<file path="src/rtl/pc_fetch_unit_if.sv">
// IF-stage fetch bundle: hazard/branch controls in, imem request and
// pipe-facing PC/valid/flush out.
interface pc_fetch_unit_if;
  logic        STALL;
  logic        BRANCH_TAKEN;
  logic [31:0] BRANCH_TARGET;
  logic        IMEM_BUSYWAIT;
  logic        IMEM_READ;
  logic [31:0] IMEM_ADDRESS;
  logic [31:0] PC;
  logic [31:0] PC_PLUS4;
  logic        IF_VALID;
  logic        FLUSH;

  modport master (
    input  STALL, BRANCH_TAKEN, BRANCH_TARGET, IMEM_BUSYWAIT,
    output IMEM_READ, IMEM_ADDRESS, PC, PC_PLUS4, IF_VALID, FLUSH
  );

  modport slave (
    output STALL, BRANCH_TAKEN, BRANCH_TARGET, IMEM_BUSYWAIT,
    input  IMEM_READ, IMEM_ADDRESS, PC, PC_PLUS4, IF_VALID, FLUSH
  );
endinterface

</file>
<file path="src/rtl/pc_fetch_unit.sv">
// PC register and fetch sequencer for the IF stage.
// Handles stalls, imem busywait and EX redirects with a one-cycle flush.
module pc_fetch_unit #(
  parameter logic [31:0] RESET_VECTOR = 32'h0000_0000
) (
  input  logic            CLK,
  input  logic            RESET,
  pc_fetch_unit_if.master fif
);
  typedef enum logic [1:0] {
    BOOT,
    FETCH,
    REDIRECT
  } state_e;

  state_e      state_q, state_d;
  logic [31:0] pc_q, pc_d;
  logic [31:0] pend_q, pend_d;
  logic        flush_q, flush_d;
  logic [31:0] tgt;
  logic [31:0] pc_plus4;

  assign tgt      = fif.BRANCH_TARGET & ~32'h3;
  assign pc_plus4 = pc_q + 32'd4;

  always_ff @(posedge CLK or posedge RESET) begin
    if (RESET) begin
      state_q <= BOOT;
      pc_q    <= RESET_VECTOR;
      pend_q  <= 32'h0;
      flush_q <= 1'b0;
    end else begin
      state_q <= state_d;
      pc_q    <= pc_d;
      pend_q  <= pend_d;
      flush_q <= flush_d;
    end
  end

  always_comb begin
    state_d = state_q;
    pc_d    = pc_q;
    pend_d  = pend_q;
    flush_d = 1'b0;
    unique case (state_q)
      BOOT: state_d = FETCH;
      FETCH: begin
        if (fif.BRANCH_TAKEN && !fif.IMEM_BUSYWAIT) begin
          pc_d    = tgt;
          flush_d = 1'b1;
        end else if (fif.BRANCH_TAKEN) begin
          // read in flight: park the target, keep the address steady
          pend_d  = tgt;
          flush_d = 1'b1;
          state_d = REDIRECT;
        end else if (fif.IMEM_BUSYWAIT || fif.STALL) begin
          pc_d = pc_q;
        end else begin
          pc_d = pc_plus4;
        end
      end
      REDIRECT: begin
        if (!fif.IMEM_BUSYWAIT) begin
          pc_d    = pend_q;
          state_d = FETCH;
        end
      end
      default: state_d = BOOT;
    endcase
  end

  assign fif.PC           = pc_q;
  assign fif.PC_PLUS4     = pc_plus4;
  assign fif.IMEM_ADDRESS = pc_q;
  assign fif.IMEM_READ    = (state_q != BOOT);
  assign fif.IF_VALID     = (state_q == FETCH) && !fif.IMEM_BUSYWAIT
                            && !fif.BRANCH_TAKEN;
  assign fif.FLUSH        = flush_q;
endmodule

</file>
<file path="src/flat_wrapper.sv">
// flat-port wrapper written by rule: the top's interface ports become plain ports
module pc_fetch_unit_flat 
#(
  parameter logic [31:0] RESET_VECTOR = 32'h0000_0000
)
  (CLK, RESET, fif_STALL, fif_BRANCH_TAKEN, fif_BRANCH_TARGET, fif_IMEM_BUSYWAIT, fif_IMEM_READ, fif_IMEM_ADDRESS, fif_PC, fif_PC_PLUS4, fif_IF_VALID, fif_FLUSH);
  pc_fetch_unit_if fif_i ();
  input  logic CLK;
  input  logic RESET;
  input wire logic [$bits(fif_i.STALL)-1:0] fif_STALL;
  input wire logic [$bits(fif_i.BRANCH_TAKEN)-1:0] fif_BRANCH_TAKEN;
  input wire logic [$bits(fif_i.BRANCH_TARGET)-1:0] fif_BRANCH_TARGET;
  input wire logic [$bits(fif_i.IMEM_BUSYWAIT)-1:0] fif_IMEM_BUSYWAIT;
  output wire logic [$bits(fif_i.IMEM_READ)-1:0] fif_IMEM_READ;
  output wire logic [$bits(fif_i.IMEM_ADDRESS)-1:0] fif_IMEM_ADDRESS;
  output wire logic [$bits(fif_i.PC)-1:0] fif_PC;
  output wire logic [$bits(fif_i.PC_PLUS4)-1:0] fif_PC_PLUS4;
  output wire logic [$bits(fif_i.IF_VALID)-1:0] fif_IF_VALID;
  output wire logic [$bits(fif_i.FLUSH)-1:0] fif_FLUSH;
  assign fif_i.STALL = fif_STALL;
  assign fif_i.BRANCH_TAKEN = fif_BRANCH_TAKEN;
  assign fif_i.BRANCH_TARGET = fif_BRANCH_TARGET;
  assign fif_i.IMEM_BUSYWAIT = fif_IMEM_BUSYWAIT;
  assign fif_IMEM_READ = fif_i.IMEM_READ;
  assign fif_IMEM_ADDRESS = fif_i.IMEM_ADDRESS;
  assign fif_PC = fif_i.PC;
  assign fif_PC_PLUS4 = fif_i.PC_PLUS4;
  assign fif_IF_VALID = fif_i.IF_VALID;
  assign fif_FLUSH = fif_i.FLUSH;
  pc_fetch_unit #(.RESET_VECTOR(RESET_VECTOR)) u_core (.CLK(CLK), .RESET(RESET), .fif(fif_i));
endmodule
</file>
<file path="config.mk">
export PLATFORM = sky130hd
export DESIGN_NAME = pc_fetch_unit_flat
export DESIGN_NICKNAME = d
export VERILOG_FILES = /design/src/rtl/pc_fetch_unit_if.sv /design/src/rtl/pc_fetch_unit.sv /design/src/flat_wrapper.sv
export SDC_FILE = /design/constraint.sdc
export NUM_CORES = 1
export LEC_CHECK = 0
export BUFFER_PORTS_ARGS = -buffer_cell sky130_fd_sc_hd__buf_2
export CAP_MARGIN = 10
export CORE_MARGIN = 2
export CORE_UTILIZATION = 35
export DETAILED_ROUTE_END_ITERATION = 7
export RECOVER_POWER = 100
export SKIP_CTS_REPAIR_TIMING = 1
export SYNTH_ARGS = -nofsm -noshare
export SYNTH_HDL_FRONTEND = slang
export SYNTH_SLANG_ARGS = --single-unit
</file>
<file path="constraint.sdc">
create_clock -name CLK -period 4.74 [get_ports CLK]
set_input_delay 0.237 -clock CLK [delete_from_list [all_inputs] [get_ports CLK]]
set_output_delay 0.237 -clock CLK [all_outputs]
set_load 0.01 [all_outputs]
</file>
# Yosys cells after proc, flatten, opt, wreduce, memory -nomap -nowiden
# Index checks and enable logic that the tools add are counted.
# totals
reg_bits	65
latchBits	0
ramBits	0
romBits	0
input_bits	37
out_inout_bits	99
word_cells	37
mem_count	0
# op_classes
addsub	1
mul	0
n_div	0
magnitude_cmp	0
eq_ne	7
n_shift	0
mux	12
bitwise_logic	1
n_reduce_logical	12
# op_table
cell	count
32-bit 2-to-1 mux	4
32-bit one-hot mux with 2 select lines	1
32-bit by 3-bit adder with 32-bit output (second input constant)	1
2-bit 2-to-1 mux	3
2-bit inequality test (second input constant)	3
3-bit by 2-bit inequality test with 1-bit output (second input constant)	2
2-bit one-hot mux with 3 select lines	1
3-bit AND reduction	2
4-bit AND reduction	1
2-bit nonzero test	2
1-bit logical AND	3
1-bit 2-to-1 mux	3
2-bit by 1-bit == test with 1-bit output (second input constant)	1
2-bit == test (second input constant)	1
1-bit logical NOT	2
2-bit logical NOT	1
1-bit logical OR	1
1-bit inverter	1

# Logic depth before layout (Yosys ltp)
# depth
ltp_word	5
depth_mapped	8
depth_no_buf	7

# Least setup slack after synthesis
# OpenSTA, ideal clock, no wires.
# synth_path
path_kind	reg2out
start	register u_core.pc_q[10] (netlist: u_core.fif.IMEM_ADDRESS[10])
end	output port fif_PC_PLUS4[31]
arrival_ps	1960
t_required_ps	4503
slack_ps	2543
stages_incl_launch_ff	6
path_buffers	1
path_cell_list	dfrtp_1 -> buf_2 -> nand4_2 -> or4_4 -> nor4_1 -> xor2_1
# synth_via
elab_chain_cells	1
# synth_lines
item	line_no	source
start: declaration	pc_fetch_unit.sv:17	logic [31:0] pc_q, pc_d;
start signal: assignment	pc_fetch_unit.sv:34	pc_q <= pc_d;
32-bit by 3-bit adder with 32-bit output	pc_fetch_unit.sv:24	assign pc_plus4 = pc_q + 32'd4;
end: declaration	flat_wrapper.sv:17	output wire logic [$bits(fif_i.PC_PLUS4)-1:0] fif_PC_PLUS4;
# No other way between the ends.

# Worst setup path in the final report
# layout_path
start	register u_core.pc_q[2] (netlist: u_core.fif.IMEM_ADDRESS[2])
end	output port fif_PC_PLUS4[18]
# Same word-level chain as after synthesis.

==> run metrics <==
Worst EP required=4.50 ns; total gr overflow=0; WP buf/inv=1; routed via count=3653; Post-synth EDFFs=0; Syn Std Cell Area=0.00401 mm²; Avg Inst Size Synth=9.11 µm²; Crit Path Class=reg -> out; Yosys top cell area share=39.3%; Post-DP Area=about 0.0045 mm²; Async SR Flop Fraction=100%; Slew Viols, Final=76; sequential-to-total area share from yosys stat=39.3%; Layout Cells excl Fill=677; Slew Limit Headroom=-30.5%; Die H=about 110 µm; Pwr Density=711 mW/mm²; Final GP Congestion=0.812; CTS tree=done; Setup TNS Final=0 ns; dpl cells=around 660; routed vias/inst=5.40; diode count=0; critical path depth in cells=6; Final #Nets=570; crit-path max cell delay=1.14 ns; outcome=complete, but fails checks; Worst-path clk slew=0.05 ns; Hold Fails Final Rpt=0; detailed router's first-iteration violation count=108; Final min period=3.42 ns; CP top delay family=simple AND/OR/NAND/NOR gates; worst setup path end=fif_PC_PLUS4[18]; routed wire length=11300 µm; Die ar.=0.0123 mm²; DR WL/cell=16.8 µm; first-pass GRT wire length=18100 µm; Detail Route Antenna Nets=0; Core Util, Final=41.6%; top cells by area, synth=dfrtp_1, mux2_2, buf_4; Die X=111 µm; TritonRoute pass-1 iters=5; yosys warns=0; reg-to-reg startpoint=u_core.state_q[0]$_DFFE_PP0P_; number of global-route vias before repair=3437; VDD IR max=0.372 mV; Yosys reg bits=63; violated checks=capacitance limit, slew limit; Tcrit/Tclk final=72.1%; worst-skew pair later-pin latency=~0.33 ns; CTS root buffer=clkbuf_16; CTS Sinks=63; IO Count=around 140; R2R cell count=6; Leakage=2.00 nW; fin area=0.00469 mm²; H-Tree Depth=3; largest net degree at the start of global routing=64; fillers=1179; post-synth cell types=49; Crit Path Max Fanout=8; WP data arrival=about 3.2 ns; proportion of layout cells with a drive suffix above 1=17.6%; slew of the pin with the lowest slew margin=1.96 ns; HP Class=in -> async; GRT Resource Usage Total=~18%; Num CTS Buffers=9; clk_skew=between 0.004 and 0.005 ns; FF-to-FF setup slack=1.51 ns; crit path launch type=register; Area growth syn-to-layout=17.1%; Post-Synthesis Cells=440; Max Buffers Root-to-Sink=2; RSZ-0062 raised after global routing=no; row count=39; CP Capture Type=primary output; Initial Util=35.6%; MaxCap Viol Count=2; largest area contributor in the netlist=dfrtp_1; critical path launch point=u_core.fif.IMEM_ADDRESS[2]$_DFFE_PP0P_; Worst R2R End=u_core.fif.IMEM_ADDRESS[25]$_DFFE_PP0P_; Final HPWL DP=between 7000 and 8000 µm; area of the core=0.0113 mm²; crit path max-delay cell type=nor4_1; I/O Buffers=127; CP Cell Sequence=ha_1 -> nand3_1 -> nor4_1 -> and2_0 -> xor2_1 -> buf_2; Final Setup Violations=0; top_reg_cell synth=dfrtp_1; fmax=293 MHz; initial antenna violation count=0; DRC errors left=0
worst reg2reg max path, delay by kind of cell, from the launching register on:
kind | cells | cell delay [ns]
AOI/OAI and AO/OA | 4 | 1.94
adders and majority gates | 1 | 0.66
DFF | 1 | 0.39
buffers and inverters | 1 | 0.11
per-layer routing:
metal | vias up | routed length (µm) | global-route usage, %
li1 | 1730 | - | -
met1 | 1763 | 4840 | 23.2
met2 | 145 | 5450 | 30.3
met3 | 15 | 908 | 4.81
met4 | 0 | 152 | 5.83
met5 | - | 0 | 0
layout by cell type (no fill, tap or decap), drive strengths merged, types with 6 or more instances in the layout:
cell type	count
and3	19
o21ai	29
o2bb2ai	7
nand3	16
dfrtp	63
a221oi	9
nor2	30
nor3	7
xnor2	13
inv	12
clkbuf	102
conb	6
o22ai	6
mux2	30
nor4	6
nand2	31
a21oi	29
xor2	14
buf	44
where the power goes:
part | switching [W] | leakage [nW] | internal (W)
Sequential | 0.000316 | 0.760 | 0.000807
Combinational | 0.000942 | 1.09 | 0.000618
Clock | 0.000233 | 0.146 | 0.000419
Total | 0.00149 | 2.00 | 0.00184
cell type report:
type	count	area (µm²)	area share [%]
clock inverter	4	45.0	0.960
tap	143	179	3.81
timing repair buffer	134	571	12.2
clock buffer	12	246	5.25
inverter	12	45.0	0.960
multi-input combinational	309	2030	43.3
sequential	63	1580	33.6
stage by stage:
step	setup slack (ns)	power, W	hold slack [ns]
6_report	1.32	0.00334	0.152
3_5_place_dp	1.88	0.00280	0.487
4_1_cts	1.78	0.00346	0.144
3_3_place_gp	2.02	0.00275	0.481
5_1_grt	1.16	0.00360	0.154
2_1_floorplan	2.54	0.00230	0.387
cell usage after synthesis, drive strengths merged, types with 2 or more instances:
library cell  number
nand3             16
buf               42
and2               4
a22oi              2
nand4              5
nor4               6
o22a               2
mux2i              3
ha                 4
inv               12
or3                3
a221oi             9
o221a              2
and4               2
mux2              30
a31oi              5
o211ai             4
or2                2
nor3               7
dfrtp             63
nor2              30
a21oi             29
nand2b             2
clkbuf            19
o22ai              6
xnor2             13
o2bb2ai            7
and3              19
nand2             31
o31ai              2
a22o               3
o21ai             29
xor2              14
o31a               4
a41oi              2
sequential cells by signal, indices dropped and copies added (netlist names):
signal	cells
u_core.pend_q	30
u_core.fif.IMEM_ADDRESS	30
u_core.fif.FLUSH	1
u_core.state_q	2
logic make-up (layout without fill, tap and decap cells):
logic type	Yosys count	in the layout	synth area share, %
and+or+nand+nor	130	130	16.5
AOI/OAI and AO/OA	109	109	17.5
buffers and inverters	73	162	10.2
DFF	63	63	39.3
muxes	33	33	9.18
xor gates and xnor gates	27	27	5.90
adders and majority gates	4	4	1.25
other	1	6	0.0936
worst min-delay path by stage:
stage                                      from                             to  slack, ns  depth (start not counted)
after floorplan           fif_BRANCH_TARGET[21]  u_core.pend_q[21]$_DFFE_PP0P_       0.39                          1
after global placement    fif_BRANCH_TARGET[11]  u_core.pend_q[11]$_DFFE_PP0P_       0.48                          2
after detailed placement  fif_BRANCH_TARGET[25]  u_core.pend_q[25]$_DFFE_PP0P_       0.49                          2
after CTS                  fif_BRANCH_TARGET[7]   u_core.pend_q[7]$_DFFE_PP0P_       0.14                          2
after global routing       fif_BRANCH_TARGET[9]   u_core.pend_q[9]$_DFFE_PP0P_       0.15                          2
final                                     RESET   u_core.pend_q[3]$_DFFE_PP0P_       0.15                          3
(Power assumes the default switching activity.)
